`src/rtl/dbg_monitor_if.sv`:
```
// Board-side bundle of the debug monitor: run control inputs, CPU observation
// inputs, and the monitor's enable/status/display outputs.
interface dbg_monitor_if #(
   parameter int CYCLE_W = 32,
   parameter int CKSM_W  = 16,
   parameter int NUM_CH  = 8,
   parameter int DIGITS  = 4
);
   localparam int SEL_W = $clog2(NUM_CH + 1);

   logic                       halt_sw;
   logic                       step_n;
   logic                       bp_en;
   logic [CYCLE_W-1:0]         bp_cycle;
   logic [15:0]                pc;
   logic [NUM_CH*DIGITS*4-1:0] ch_data;
   logic [SEL_W-1:0]           ch_sel;
   logic                       cpu_en;
   logic                       halted;
   logic [CYCLE_W-1:0]         cycles;
   logic [CKSM_W-1:0]          cksm;
   logic [DIGITS*7-1:0]        hex;

   modport master (
      output halt_sw, step_n, bp_en, bp_cycle, pc, ch_data, ch_sel,
      input  cpu_en, halted, cycles, cksm, hex
   );

   modport slave (
      input  halt_sw, step_n, bp_en, bp_cycle, pc, ch_data, ch_sel,
      output cpu_en, halted, cycles, cksm, hex
   );
endinterface

```
`src/rtl/dbg_monitor.sv`:
```
// On-board debug monitor: CPU clock-enable with breakpoint/halt/single-step,
// cycle counter and hex display. Define DBG_MON_CKSM_EN to add the PC checksum.
module dbg_monitor #(
   parameter int CYCLE_W  = 32,
   parameter int CKSM_W   = 16,
   parameter int NUM_CH   = 8,
   parameter int DIGITS   = 4,
   parameter int DEBOUNCE = 4096
) (
   input  logic          cpu_clk,
   input  logic          rst,
   dbg_monitor_if.slave  bus
);
   localparam int DW    = DIGITS * 4;
   localparam int SEL_W = $clog2(NUM_CH + 1);
   localparam int CNT_W = $clog2(DEBOUNCE);
   localparam logic [CNT_W-1:0] CNT_LAST = CNT_W'(DEBOUNCE - 1);

   typedef enum logic [1:0] {ST_RUN, ST_HALT, ST_STEP} state_t;

   state_t              state_q, state_d;
   logic                step_meta_q, step_sync_q;
   logic                db_level_q, db_level_d;
   logic [CNT_W-1:0]    db_cnt_q, db_cnt_d;
   logic                step_evt_q, step_evt_d;
   logic                bp_stop_q, bp_stop_d;
   logic                bp_hit;
   logic                cpu_en;
   logic [CYCLE_W-1:0]  cycles_q, cycles_d;
   logic [DIGITS*7-1:0] hex_q, hex_d, hex_font;
   logic [DW-1:0]       ch_arr [NUM_CH];
   logic [DW-1:0]       sel_data, extra_data;
   logic                sel_valid, extra_sel;

   function automatic logic [6:0] seg7(input logic [3:0] n);
      case (n)
         4'h0: seg7 = 7'h40;  4'h1: seg7 = 7'h79;  4'h2: seg7 = 7'h24;  4'h3: seg7 = 7'h30;
         4'h4: seg7 = 7'h19;  4'h5: seg7 = 7'h12;  4'h6: seg7 = 7'h02;  4'h7: seg7 = 7'h78;
         4'h8: seg7 = 7'h00;  4'h9: seg7 = 7'h10;  4'hA: seg7 = 7'h08;  4'hB: seg7 = 7'h03;
         4'hC: seg7 = 7'h46;  4'hD: seg7 = 7'h21;  4'hE: seg7 = 7'h06;  default: seg7 = 7'h0E;
      endcase
   endfunction

   // Debounce: the synchronised key must disagree with the accepted level for
   // DEBOUNCE consecutive cycles; any agreement in between restarts the count.
   always_comb begin
      db_cnt_d   = '0;
      db_level_d = db_level_q;
      if (step_sync_q != db_level_q) begin
         if (db_cnt_q == CNT_LAST) begin
            db_level_d = step_sync_q;
         end else begin
            db_cnt_d = db_cnt_q + 1'b1;
         end
      end
      step_evt_d = db_level_q & ~db_level_d;
   end

   assign bp_hit = bus.bp_en && (cycles_q == bus.bp_cycle);

   always_comb begin
      bp_stop_d = bp_stop_q;
      if (!bus.bp_en) begin
         bp_stop_d = 1'b0;
      end else if (state_q == ST_RUN && bp_hit) begin
         bp_stop_d = 1'b1;
      end
   end

   // cpu_en is combinational in RUN so a breakpoint or halt masks the very
   // cycle it is detected in.
   always_comb begin
      state_d = state_q;
      cpu_en  = 1'b0;
      case (state_q)
         ST_RUN: begin
            cpu_en = !bus.halt_sw && !bp_hit;
            if (bus.halt_sw || bp_hit) state_d = ST_HALT;
         end
         ST_HALT: begin
            if (step_evt_q) begin
               state_d = ST_STEP;
            end else if (!bus.halt_sw && !bp_stop_q && !bp_hit) begin
               state_d = ST_RUN;
            end
         end
         ST_STEP: begin
            cpu_en  = 1'b1;
            state_d = ST_HALT;
         end
         default: state_d = ST_HALT;
      endcase
   end

   always_comb begin
      cycles_d = cycles_q + CYCLE_W'(cpu_en);
   end

`ifdef DBG_MON_CKSM_EN
   logic [CKSM_W-1:0]    cksm_q, cksm_d;
   logic [CKSM_W+15:0]   pc_wide;
   logic [DW+CKSM_W-1:0] cksm_wide;

   assign pc_wide   = {{CKSM_W{1'b0}}, bus.pc};
   assign cksm_wide = {{DW{1'b0}}, cksm_q};

   always_comb begin
      cksm_d = cksm_q;
      if (cpu_en) cksm_d = cksm_q + pc_wide[CKSM_W-1:0];
   end

   always_ff @(posedge cpu_clk or posedge rst) begin
      if (rst) cksm_q <= '0;
      else     cksm_q <= cksm_d;
   end

   assign bus.cksm   = cksm_q;
   assign extra_sel  = (bus.ch_sel == SEL_W'(NUM_CH));
   assign extra_data = cksm_wide[DW-1:0];
`else
   logic unused_pc;
   assign unused_pc  = ^bus.pc;
   assign bus.cksm   = '0;
   assign extra_sel  = 1'b0;
   assign extra_data = '0;
`endif

   genvar gi;
   for (gi = 0; gi < NUM_CH; gi++) begin : g_chan
      assign ch_arr[gi] = bus.ch_data[gi*DW +: DW];
   end
   for (gi = 0; gi < DIGITS; gi++) begin : g_digit
      assign hex_font[gi*7 +: 7] = seg7(sel_data[gi*4 +: 4]);
   end

   always_comb begin
      sel_data  = extra_data;
      sel_valid = extra_sel;
      for (int c = 0; c < NUM_CH; c++) begin
         if (bus.ch_sel == SEL_W'(c)) begin
            sel_data  = ch_arr[c];
            sel_valid = 1'b1;
         end
      end
   end

   always_comb begin
      hex_d = sel_valid ? hex_font : '1;
   end

   always_ff @(posedge cpu_clk or posedge rst) begin
      if (rst) begin
         step_meta_q <= 1'b1;
         step_sync_q <= 1'b1;
         db_level_q  <= 1'b1;
         db_cnt_q    <= '0;
         step_evt_q  <= 1'b0;
         bp_stop_q   <= 1'b0;
         state_q     <= ST_HALT;
         cycles_q    <= '0;
         hex_q       <= '1;
      end else begin
         step_meta_q <= bus.step_n;
         step_sync_q <= step_meta_q;
         db_level_q  <= db_level_d;
         db_cnt_q    <= db_cnt_d;
         step_evt_q  <= step_evt_d;
         bp_stop_q   <= bp_stop_d;
         state_q     <= state_d;
         cycles_q    <= cycles_d;
         hex_q       <= hex_d;
      end
   end

   assign bus.cpu_en = cpu_en;
   assign bus.halted = (state_q != ST_RUN);
   assign bus.cycles = cycles_q;
   assign bus.hex    = hex_q;
endmodule

```
`src/flat_wrapper.sv`:
```
// flat-port wrapper written by rule: the top's interface ports become plain ports
module dbg_monitor_flat 
#(
   parameter int CYCLE_W  = 32,
   parameter int CKSM_W   = 16,
   parameter int NUM_CH   = 8,
   parameter int DIGITS   = 4,
   parameter int DEBOUNCE = 4096
)
  (cpu_clk, rst, bus_halt_sw, bus_step_n, bus_bp_en, bus_bp_cycle, bus_pc, bus_ch_data, bus_ch_sel, bus_cpu_en, bus_halted, bus_cycles, bus_cksm, bus_hex);
  dbg_monitor_if #(.CYCLE_W(CYCLE_W), .CKSM_W(CKSM_W), .NUM_CH(NUM_CH), .DIGITS(DIGITS)) bus_i ();
  input  logic cpu_clk;
  input  logic rst;
  input wire logic [$bits(bus_i.halt_sw)-1:0] bus_halt_sw;
  input wire logic [$bits(bus_i.step_n)-1:0] bus_step_n;
  input wire logic [$bits(bus_i.bp_en)-1:0] bus_bp_en;
  input wire logic [$bits(bus_i.bp_cycle)-1:0] bus_bp_cycle;
  input wire logic [$bits(bus_i.pc)-1:0] bus_pc;
  input wire logic [$bits(bus_i.ch_data)-1:0] bus_ch_data;
  input wire logic [$bits(bus_i.ch_sel)-1:0] bus_ch_sel;
  output wire logic [$bits(bus_i.cpu_en)-1:0] bus_cpu_en;
  output wire logic [$bits(bus_i.halted)-1:0] bus_halted;
  output wire logic [$bits(bus_i.cycles)-1:0] bus_cycles;
  output wire logic [$bits(bus_i.cksm)-1:0] bus_cksm;
  output wire logic [$bits(bus_i.hex)-1:0] bus_hex;
  assign bus_i.halt_sw = bus_halt_sw;
  assign bus_i.step_n = bus_step_n;
  assign bus_i.bp_en = bus_bp_en;
  assign bus_i.bp_cycle = bus_bp_cycle;
  assign bus_i.pc = bus_pc;
  assign bus_i.ch_data = bus_ch_data;
  assign bus_i.ch_sel = bus_ch_sel;
  assign bus_cpu_en = bus_i.cpu_en;
  assign bus_halted = bus_i.halted;
  assign bus_cycles = bus_i.cycles;
  assign bus_cksm = bus_i.cksm;
  assign bus_hex = bus_i.hex;
  dbg_monitor #(.CYCLE_W(CYCLE_W), .CKSM_W(CKSM_W), .NUM_CH(NUM_CH), .DIGITS(DIGITS), .DEBOUNCE(DEBOUNCE)) u_core (.cpu_clk(cpu_clk), .rst(rst), .bus(bus_i));
endmodule
```
`config.mk`:
```
export PLATFORM = sky130hd
export DESIGN_NAME = dbg_monitor_flat
export DESIGN_NICKNAME = d
export VERILOG_FILES = /design/src/rtl/dbg_monitor_if.sv /design/src/rtl/dbg_monitor.sv /design/src/flat_wrapper.sv
export SDC_FILE = /design/constraint.sdc
export NUM_CORES = 1
export LEC_CHECK = 0
export ABC_AREA = 1
export CAP_MARGIN = 40
export CORE_MARGIN = 8
export CORE_UTILIZATION = 40
export CTS_CLUSTER_SIZE = 20
export DETAILED_ROUTE_END_ITERATION = 16
export PLACE_DENSITY = 0.85
export SLEW_MARGIN = 15
export SYNTH_ARGS = -nofsm -noshare
export SYNTH_HDL_FRONTEND = slang
export SYNTH_SLANG_ARGS = --single-unit
```
`constraint.sdc`:
```
create_clock -name cpu_clk -period 5.9 [get_ports cpu_clk]
set_input_delay 1.18 -clock cpu_clk [delete_from_list [all_inputs] [get_ports cpu_clk]]
set_output_delay 1.18 -clock cpu_clk [all_outputs]
set_load 0.02 [all_outputs]
```
==> results.txt, run 1 <==
----------------------------------------------------
[Die]
  Number of core rows ... 45
  Die height ... 139 um
  Initial cell density of the core ... 40.5%
  Total core area ... 15000 um^2
  Number of placed I/O pins ... 263
  Die width ... 139 um
  Die Footprint ... 19400 um^2

[Logic synthesis]
  Library cell with the largest summed area after synthesis ... dfrtp_1
  #FFs+latches synth ... 79
  Area share of the leading cell type in the synthesized netlist ... 19.3%
  Number of enable flip-flop cells after synthesis ... 0
  Most frequent cell after synthesis ... nand2_1
  Netlist cell types ... 38
  Summed instance area of the synthesized netlist ... 6100 um^2
  Sequential cell area fraction in the yosys report ... 33.1%
  Top post-synthesis cells by area ... dfrtp_1 19%, dfstp_2 14%, nand2_1 13%
  Post-Syn Instances ... 879
  Avg Cell Area, Syn ... 6.93 um^2
  Ys async rst share ... 100%
  Top post-synthesis cells by count ... 212 x nand2_1, 142 x nand3_1, 114 x inv_1
  Number of warnings issued by yosys ... 0
  Most frequently used flop master after synthesis ... dfrtp_1

[Timing]
  Total Negative Setup Slacks ... 0 ns
  Final count of negative-setup-slack endpoints ... 0
  Worst slew margin relative to its limit ... 47.8%
  Min cycle time layout ... 4.42 ns
  Min Hold Slack ... 0.359 ns
  Fin. max-slew vios ... 0
  Max Clock Skew ... 0.00775 ns
  RSZ-0062 raised after global routing ... no
  Final hold violation count ... 0
  Fmax achieved ... 226 MHz
  Minimum setup slack in the final design ... 1.48 ns
  Least-Margin Pin Slew ... 0.782 ns
  Period Utilization, post-route ... 74.9%

[Pwr]
  Cell internal pwr ... 1.27 mW
  Clk network pwr share ... 30.8%
  Maximum ir drop on the vdd rail ... 0.000146 V
  Power density of the placed cells ... 212 nW/um^2
  Switching share of total power ... 31.6%
  Leakage power figure ... 4.15 nW
  Part of the power in combinational logic ... 33.3%
  Share of total power in sequential cells ... 35.9%
  Net switching component of the power ... 0.589 mW
  Overall power consumption ... 1.86 mW

[Detailed routing]
  Vias per Instance ... 4.94
  Routed met2 length ... 9730 um
  Detailed Routing Iterations Pass 1 ... 5
  Average routed wire per standard cell ... 15.5 um
  Uppermost metal layer occupied by signal nets ... met4
  Residual DRC count ... 0
  Detailed-route wire length ... 20000 um
  Met3 wirelength from detailed routing ... 1790 um
  Metal1 wirelength ... 7950 um
  Post-route ant nets ... 0
  Detailed router's first-iteration violation count ... 430
  Total number of vias ... 6400

[Worst setup path]
  Highest fanout seen on the critical path ... 3
  Type of the worst setup path ... primary input to output port
  Worst path max stage delay ... 0.67 ns
  Setup slack, reg-to-reg ... 2.42 ns
  Kind of end point of the critical path ... output port
  Slowest-stage cell, CP ... clkdlybuf4s50_1
  Chain of cells forming the critical path ... clkdlybuf4s50_1 -> or2_2 -> nand3_1 -> nor2_1 -> nand2_1 -> nor2_1 -> nand3_1 -> nand3b_1 -> o21ai_0 -> clkdlybuf4s50_1
  Data arrival time of the critical path ... 3.24 ns
  Worst path top cell family by delay ... buffers and inverters
  Startpoint class of the critical path ... primary input
  Buffers & Inverters on Critical Path ... 2
  Required time worst endpoint ... 4.72 ns

[Placement]
  Detailed-placement wirelength estimate ... 16700 um
  Number of placed instances with taps included ... 1279
  Count of port buffers added during placement ... 230
  Gpl congestion ... 0.951
  Worst slack after detailed placement ... 1.33 ns
  Cell Area, Placed ... 8470 um^2

[Clock network]
  Count of hold buffers inserted by post-cts repair ... 0
  Number of buffers inserted during clock tree synthesis ... 9
  TritonCTS sink count ... 79
  Clock edge transition at the registers on the reported setup and hold paths ... 0.06 ns
  Cells resized by post-CTS repair ... 0
  Post-CTS setup buffers ... 0
  Worst-Skew Late Latency ... 0.34 ns
  CTS root buf ... clkbuf_16
  Clock H-tree levels ... 3
  CTS tree ... done
  Buffers from clock root to sink, at most ... 2

[GRT]
  Number of antenna violations at the first check in global routing ... 0
  Global Route Usage Sum ... 20.9%
  Largest net degree at the start of global routing ... 51
  Overflow left after global routing ... 0
  Global-route wire length before repair ... 33200 um
  Vias in the first global route ... 6670

[Job]
  Reported max-cap violation count ... 0

[Outcome]
  Outcome ... finished clean

[Layout]
  Layout Cells excl Fill ... 1295
  Post-route cell area ... 8790 um^2
  Number of antenna cells inserted ... 0
  Area growth from synthesis to layout ... 44.1%
  Layout cells sized above 1 ... 10.4%
  Post-layout nets ... 1307
  Fillers ... 1411
  Core utilization of the finished layout ... 58.4%

[Worst hold path]
  Worst hold path type ... flip-flop to flip-flop

----------------------------------------------------
cells by family (layout without fill, tap and decap cells):
| family | after synthesis | in the layout | share of synthesized area (%) |
|---|---|---|---|
| XOR/XNOR | 44 | 44 | 6.32 |
| other | 1 | 16 | 0.0615 |
| buffers and inverters | 162 | 375 | 11.8 |
| AO/OA/AOI/OAI | 22 | 22 | 1.91 |
| flip-flops | 79 | 79 | 33.1 |
| adder cells (fa/ha/maj) | 20 | 20 | 4.11 |
| AND/OR/NAND/NOR | 551 | 551 | 42.7 |
layer usage:
layer / vias to the layer above / GRT usage, %
li1: 3214 / -
met1: 2895 / 22.9
met2: 257 / 36.0
met3: 34 / 7.42
met4: 0 / 8.95
met5: - / 0
power by group through the flow:
stage | combinational (mW) | sequential [mW] | clock [mW]
after floorplan | 0.270 | 0.734 | 0
after global placement | 0.611 | 0.676 | 0
after detailed placement | 0.621 | 0.678 | 0
after CTS | 0.624 | 0.669 | 0.590
after global routing | 0.684 | 0.678 | 0.612
final | 0.621 | 0.668 | 0.573
flip-flops by register name, summed over array words and instances, names as in the netlist:
signal	count
u_core.bus.cycles	32
u_core.db_cnt_q	12
u_core.bus.hex	28
u_core.step_sync_q	1
u_core.step_meta_q	1
u_core.db_level_q	1
u_core.step_evt_q	1
u_core.state_q	2
u_core.bp_stop_q	1
final timing paths:
| path | to | startpoint | cells after the start |
|---|---|---|---|
| setup / recovery | bus_cpu_en | bus_bp_cycle[18] | 10 |
| hold / removal | u_core.step_sync_q$_DFF_PP1_ | u_core.step_meta_q$_DFF_PP1_ | 0 |
| setup reg to reg | u_core.bus.cycles[26]$_DFF_PP0_ | u_core.bus.cycles[22]$_DFF_PP0_ | 21 |
| hold reg to reg | u_core.step_sync_q$_DFF_PP1_ | u_core.step_meta_q$_DFF_PP1_ | 0 |
| max in group asynchronous | u_core.bus.cycles[16]$_DFF_PP0_ | rst | 3 |
| min in group asynchronous | u_core.db_cnt_q[11]$_DFF_PP0_ | rst | 2 |
placed cells by master, fill, tap and decap left out, types with 4 or more instances in the layout:
cell type	count
dfrtp_1	47
nor2_2	8
nand2_1	212
or2_0	5
clkbuf_16	9
or2_2	17
o21ai_0	6
nor2_1	83
nor3_2	4
clkdlybuf4s50_1	230
inv_2	12
nand2_2	9
xor2_1	28
nor4_1	5
nor3_1	15
nor2_4	4
xnor2_1	16
conb_1	16
nand4_1	33
inv_1	113
nand3_1	142
ha_1	20
dfstp_2	32
a21oi_1	12
cell type report:
type	count	area, um^2	area share (%)
multi-input combinational	653	3420	38.9
inverter	126	474	5.40
clock buffer	12	267	3.03
sequential	79	2020	23.0
clock inverter	4	51.3	0.584
timing repair buffer	233	2320	26.5
tap	188	235	2.68
Note: power is estimated with default switching activity, not from simulation.
==> run 2, diff against run 1 <==
==> constraint.sdc (replaced) <==
create_clock -name cpu_clk -period 4.6 [get_ports cpu_clk]
set_input_delay 0.92 -clock cpu_clk [delete_from_list [all_inputs] [get_ports cpu_clk]]
set_output_delay 0.92 -clock cpu_clk [all_outputs]
set_load 0.02 [all_outputs]
==> run 2 against run 1 <==
Effect of this change: flip-flop and latch count did not move; wire length rose by 0.54%; design area rose by 0.16%; combinational power rose by 29%; critical path depth did not move; via count rose by 0.86%; global-route usage fell by 0.064 points.
==> results.txt, run 2 (synthesis results as in run 1) <==
----------------------------------------------------
[Outcome]
  Outcome ... finished clean

[Worst setup path]
  Required time worst endpoint ... 3.68 ns (-1.04 ns)
  Kind of end point of the critical path ... output port
  Startpoint class of the critical path ... primary input
  Worst path max stage delay ... 0.68 ns (about the same)
  Startpoint of the most critical register-to-register path ... u_core.bus.cycles[18]$_DFF_PP0_
  Highest fanout seen on the critical path ... 3 (unchanged)
  Slowest-stage cell, CP ... clkdlybuf4s50_1
  Worst setup path startpoint ... bus_bp_cycle[21]
  Chain of cells forming the critical path ... clkdlybuf4s50_1 -> or2_2 -> nand3_1 -> nor2_1 -> nand2_1 -> nor2_1 -> nand3_1 -> nand3b_1 -> o21ai_0 -> clkdlybuf4s50_1
  Data arrival time of the critical path ... 2.99 ns (-0.25 ns)
  Type of the worst setup path ... primary input to output port

[Worst hold path]
  Worst Min Path Start ... u_core.step_meta_q$_DFF_PP1_
  Worst hold path type ... flip-flop to flip-flop

[Layout]
  Commonest cells after routing, fill and taps aside ... 230 x clkdlybuf4s50_1, 212 x nand2_1, 142 x nand3_1
  Layout cells sized above 1 ... 10.7% (+0.31 points)
  Area growth from synthesis to layout ... 44.4%
  Largest register FFs ... 32 (unchanged)
  Fillers ... 1349 (-4.4%)
  Post-layout nets ... 1312 (+0.38%)
  Most common library cell in the layout ignoring fill and taps ... clkdlybuf4s50_1
  Number of antenna cells inserted ... 0 (unchanged)

[Timing]
  Min cycle time layout ... 3.91 ns
  Final hold violation count ... 0 (unchanged)
  Fmax achieved ... 255 MHz
  Least-Margin Pin Slew ... 0.866 ns (+0.0832 ns)
  Final count of negative-setup-slack endpoints ... 0 (unchanged)
  Worst slew margin relative to its limit ... 42.2% (-5.6 points)
  Period Utilization, post-route ... 85.1%
  Total Negative Setup Slacks ... 0 ns (unchanged)
  Min Hold Slack ... 0.354 ns (-0.00514 ns)
  RSZ-0062 raised after global routing ... no
  Fin. max-slew vios ... 0 (unchanged)
  Max Clock Skew ... 0.00528 ns (-0.00247 ns)

[Pwr]
  Maximum ir drop on the vdd rail ... 0.000173 V (+19%)
  Clk network pwr share ... 29.2% (-1.6 points)
  Part of the power in combinational logic ... 34.1% (+0.8 points)
  Share of total power in sequential cells ... 36.7% (+0.8 points)
  Leakage power figure ... 4.16 nW (+0.35%)
  Net switching component of the power ... 0.756 mW (+28%)
  Power density of the placed cells ... 266 nW/um^2 (+25%)
  Switching share of total power ... 32.3% (+0.66 points)
  Cell internal pwr ... 1.58 mW (+24%)

[Die]
  Total core area ... 15000 um^2 (unchanged)
  Die width ... 139 um (unchanged)
  Number of placed I/O pins ... 263 (unchanged)
  Initial cell density of the core ... 40.5% (unchanged)
  Die Footprint ... 19400 um^2 (unchanged)
  Number of core rows ... 45 (unchanged)
  Die height ... 139 um (unchanged)

[Clock network]
  TritonCTS sink count ... 79 (unchanged)
  Number of buffers inserted during clock tree synthesis ... 9 (unchanged)
  Post-CTS setup buffers ... 0 (unchanged)
  Cells resized by post-CTS repair ... 0 (unchanged)
  Buffers from clock root to sink, at most ... 2 (unchanged)
  CTS tree ... done
  CTS root buf ... clkbuf_16
  Clock H-tree levels ... 3 (unchanged)
  Count of hold buffers inserted by post-cts repair ... 0 (unchanged)
  Worst-Skew Late Latency ... 0.34 ns (about the same)
  Clock edge transition at the registers on the reported setup and hold paths ... 0.06 ns (about the same)

[Detailed routing]
  Average routed wire per standard cell ... 15.5 um (+0.15%)
  Post-route ant nets ... 0 (unchanged)
  Detailed router's first-iteration violation count ... 377 (-12%)
  Detailed Routing Iterations Pass 1 ... 5 (unchanged)
  Total number of vias ... 6455 (+0.86%)
  Vias per Instance ... 4.97 (+0.47%)
  Detailed-route wire length ... 20100 um (+0.54%)
  Residual DRC count ... 0 (unchanged)

[GRT]
  Largest net degree at the start of global routing ... 37 (-27%)
  Number of antenna violations at the first check in global routing ... 0 (unchanged)
  Overflow left after global routing ... 0 (unchanged)
  Vias in the first global route ... 6538 (-2.0%)
  Global-route wire length before repair ... 32900 um (-0.73%)
  Global Route Usage Sum ... 20.8% (-0.064 points)

[Placement]
  Detailed-placement wirelength estimate ... 17000 um (+2.0%)
  Count of port buffers added during placement ... 230 (unchanged)
  Gpl congestion ... 0.949 (-0.28%)

[Job]
  Reported max-cap violation count ... 0 (unchanged)

----------------------------------------------------
## run 2: cell count changes in the layout (fill, tap and decap cells not counted)
| cell | previous run | this run |
|---|---|---|
| clkbuf_1 | 0 | 1 |
| bufinv_16 | 1 | 0 |
| clkbuf_16 | 9 | 10 |
| buf_4 | 3 | 8 |
| clkbuf_8 | 3 | 1 |
| clkinv_2 | 2 | 3 |
## run 2: metal layers
layer	wire length [um]	vias to the layer above	global-route usage, %
met5	0	-	0
met4	644	0	9.07
met3	1880	38	7.28
met2	9840	289	36.6
met1	7780	2900	22.3
li1	-	3228	-
## run 2: worst max-delay path, delay by kind of cell
kind                   cells  cell delay (ns)
and+or+nand+nor            7             0.84
AOI/OAI and AO/OA          1             0.14
buffers and inverters      2             1.09
## run 2: metrics by stage
step           util, %  power (mW)  instances  area [um^2]  setup slack [ns]
2_1_floorplan        -        1.29        894         6150             0.977
3_3_place_gp      56.6        1.65       1284         8510             0.438
3_5_place_dp      56.6        1.67       1284         8510             0.320
4_1_cts           58.5        2.37       1300         8800             0.666
5_1_grt           58.5        2.49       1300         8800             0.398
6_report          58.5        2.34       1300         8800             0.686
## run 2: path summary, 6_finish.rpt
check | endpoint | slack, ns | cells past startpoint
min reg2reg | u_core.step_sync_q$_DFF_PP1_ | 0.35 | 0
max | bus_cpu_en | 0.69 | 10
max in group asynchronous | u_core.bus.hex[24]$_DFF_PP1_ | 3.01 | 3
min | u_core.step_sync_q$_DFF_PP1_ | 0.35 | 0
max reg2reg | u_core.bus.cycles[26]$_DFF_PP0_ | 1.19 | 21
min in group asynchronous | u_core.bus.cycles[6]$_DFF_PP0_ | 0.84 | 2
## run 2: area by class of cell
| type | instances | area, um^2 | area share [%] |
|---|---|---|---|
| Multi-Input combinational cell | 653 | 3420 | 38.8 |
| Timing Repair Buffer | 238 | 2360 | 26.8 |
| Sequential cell | 79 | 2020 | 22.9 |
| Inverter | 126 | 474 | 5.39 |
| Clock buffer | 12 | 268 | 3.04 |
| Tap cell | 188 | 235 | 2.67 |
| Clock inverter | 4 | 26.3 | 0.299 |
## run 2: power by group through the flow
stage,Combinational (mW),Sequential (mW),Clock [mW]
floorplan,0.346,0.942,0
global placement,0.786,0.868,0
detailed placement,0.802,0.872,0
CTS,0.805,0.860,0.702
global route,0.875,0.870,0.740
finish,0.798,0.859,0.682
==> run 3, diff against run 2 <==
--- a/config.mk
+++ b/config.mk
@@ -7,7 +7,7 @@
 export LEC_CHECK = 0
 export ABC_AREA = 1
 export CAP_MARGIN = 40
-export CORE_MARGIN = 8
+export CORE_MARGIN = 5
 export CORE_UTILIZATION = 40
 export CTS_CLUSTER_SIZE = 20
 export DETAILED_ROUTE_END_ITERATION = 16
==> run 3 against run 2 <==
Effect of this change: setup slack got worse by 0.049 ns; sequential power barely moved; sequential share of layout area barely moved; register-to-register slack got worse by 0.08 ns; clock-buffer cell count fell by 1; largest power group unchanged; wire length fell by 2.7%.
==> results.txt, run 3 (synthesis results as in run 1) <==
----------------------------------------------------
[Outcome]
  Outcome ... finished clean

[Worst setup path]
  Data arrival time of the critical path ... 4.19 ns (+1.20 ns)
  Startpoint class of the critical path ... primary input
  Worst setup path startpoint ... bus_bp_cycle[18]
  Highest fanout seen on the critical path ... 5 (+2)
  Cell count of the worst reg-to-reg path ... 21 (unchanged)
  Type of the worst setup path ... primary input to flip-flop
  Required time worst endpoint ... 4.82 ns (+1.14 ns)
  Startpoint of the most critical register-to-register path ... u_core.bus.cycles[18]$_DFF_PP0_
  Capture point of the worst reg-to-reg path ... u_core.bus.cycles[26]$_DFF_PP0_
  Kind of end point of the critical path ... flip-flop
  Setup slack, reg-to-reg ... 1.11 ns (-0.08 ns)

[Die]
  Number of core rows ... 45 (unchanged)
  Die Footprint ... 17800 um^2 (-8.4%)
  Die height ... 133 um (-4.3%)
  Initial cell density of the core ... 40.4% (-0.15 points)
  Number of placed I/O pins ... 263 (unchanged)
  Die width ... 133 um (-4.3%)
  Total core area ... 15100 um^2 (+0.37%)

[GRT]
  Number of antenna violations at the first check in global routing ... 0 (unchanged)
  Global-route wire length before repair ... 30400 um (-7.7%)
  Largest net degree at the start of global routing ... 43 (+16%)
  Vias in the first global route ... 6269 (-4.1%)
  Overflow left after global routing ... 0 (unchanged)
  Global Route Usage Sum ... 21.2% (+0.36 points)

[Clock network]
  CTS tree ... done
  Cells resized by post-CTS repair ... 0 (unchanged)
  Clock edge transition at the registers on the reported setup and hold paths ... 0.06 ns (about the same)
  Worst-Skew Late Latency ... 0.33 ns (about the same)
  TritonCTS sink count ... 79 (unchanged)
  Buffers from clock root to sink, at most ... 2 (unchanged)
  Clock H-tree levels ... 3 (unchanged)
  Number of buffers inserted during clock tree synthesis ... 9 (unchanged)
  Post-CTS setup buffers ... 0 (unchanged)
  CTS root buf ... clkbuf_16
  Count of hold buffers inserted by post-cts repair ... 0 (unchanged)

[Layout]
  Post-layout nets ... 1311 (-0.076%)
  Fillers ... 1423 (+5.5%)
  Layout Cells excl Fill ... 1299 (-0.077%)
  Area growth from synthesis to layout ... 44.4% (about the same)
  Largest register FFs ... 32 (unchanged)
  Core utilization of the finished layout ... 58.3% (-0.20 points)
  Number of antenna cells inserted ... 0 (unchanged)
  Post-route cell area ... 8800 um^2 (about the same)
  Commonest cells after routing, fill and taps aside ... 230 x clkdlybuf4s50_1, 212 x nand2_1, 142 x nand3_1
  Most common library cell in the layout ignoring fill and taps ... clkdlybuf4s50_1
  Layout cells sized above 1 ... 10.6% (-0.080 points)

[Worst hold path]
  Worst hold path type ... flip-flop to flip-flop
  Worst Min Path Start ... u_core.step_meta_q$_DFF_PP1_
  Worst hold path endpoint ... u_core.step_sync_q$_DFF_PP1_
  Hold Path Cell Cnt ... 0 (unchanged)

[Detailed routing]
  Average routed wire per standard cell ... 15.1 um (-2.6%)
  Post-route ant nets ... 0 (unchanged)
  Detailed-route wire length ... 19600 um (-2.7%)
  Detailed Routing Iterations Pass 1 ... 5 (unchanged)
  Vias per Instance ... 4.99 (+0.40%)
  Detailed router's first-iteration violation count ... 353 (-6.4%)
  Residual DRC count ... 0 (unchanged)
  Total number of vias ... 6476 (+0.33%)

[Timing]
  Fmax achieved ... 252 MHz (-1.2%)
  Period Utilization, post-route ... 86.2% (+1.1 points)
  Min cycle time layout ... 3.96 ns (+0.0494 ns)
  Final count of negative-setup-slack endpoints ... 0 (unchanged)
  Fin. max-slew vios ... 0 (unchanged)
  Least-Margin Pin Slew ... 0.805 ns (-0.0603 ns)
  Worst slew margin relative to its limit ... 46.2% (+4.0 points)
  Max Clock Skew ... 0.00804 ns (+0.00276 ns)
  RSZ-0062 raised after global routing ... no
  Total Negative Setup Slacks ... 0 ns (unchanged)
  Final hold violation count ... 0 (unchanged)

[Placement]
  Number of placed instances with taps included ... 1283 (-0.078%)
  Gpl congestion ... 0.918 (-3.2%)
  Detailed-placement wirelength estimate ... 16500 um (-3.1%)
  Count of port buffers added during placement ... 230 (unchanged)
  Cell Area, Placed ... 8500 um^2 (about the same)

[Job]
  Reported max-cap violation count ... 0 (unchanged)

[Pwr]
  Power density of the placed cells ... 268 nW/um^2 (+0.69%)
  Overall power consumption ... 2.36 mW (+0.71%)
  Maximum ir drop on the vdd rail ... 0.000152 V (-12%)
  Leakage power figure ... 4.16 nW (about the same)

----------------------------------------------------
run 3: critical path, stage by stage:
cell	delay, ns
clkdlybuf4s50_1	0.42
or2_2	0.30
nand3_1	0.11
nor2_1	0.06
nand2_1	0.09
nor2_1	0.06
nand3_1	0.13
nand3b_1	0.11
o21ai_0	0.14
ha_1	0.25
ha_1	0.21
nand3_2	0.10
nor2_1	0.17
nand2_1	0.11
nor2_2	0.18
nand3_2	0.16
nor2_4	0.15
nand2_2	0.11
nor2_1	0.18
nand2_1	0.09
xor2_1	0.14
run 3: routing by layer:
layer	vias to the layer above	wire length [um]	track usage [%]
li1	3224	-	-
met3	39	1730	6.38
met4	0	629	9.20
met2	269	9790	38.3
met5	-	0	0
met1	2944	7460	22.9
run 3: stage by stage:
| step | hold WS [ns] | setup slack, ns |
|---|---|---|
| after global routing | 0.356 | 0.277 |
| after CTS | 0.354 | 0.631 |
| after global placement | 0.347 | 0.416 |
| after detailed placement | 0.348 | 0.283 |
| after floorplan | 0.345 | 0.977 |
| final | 0.349 | 0.636 |
run 3: worst max path at each step:
stage	endpoint	slack, ns
5_1_grt	u_core.bus.cycles[26]$_DFF_PP0_	0.28
6_report	u_core.bus.cycles[26]$_DFF_PP0_	0.64
2_1_floorplan	u_core.bus.cycles[26]$_DFF_PP0_	0.98
3_3_place_gp	u_core.bus.cycles[26]$_DFF_PP0_	0.42
3_5_place_dp	u_core.bus.cycles[26]$_DFF_PP0_	0.28
4_1_cts	u_core.bus.cycles[26]$_DFF_PP0_	0.63
run 3: final cells by class:
cell class,count,area (um^2),share of cell area [%]
flip-flops and latches,79,2020,22.9
clock inverters,5,56.3,0.640
clock buffers,11,243,2.76
well taps,188,235,2.67
repair buffers,237,2350,26.8
inverters,126,474,5.39
multi-input cells,653,3420,38.9
run 3: where the power goes:
part           switching [mW]  leakage [nW]  internal (mW)
logic                   0.419          3.08          0.375
registers              0.0642         0.934          0.795
clock network           0.268         0.146          0.435
total                   0.751          4.16           1.60
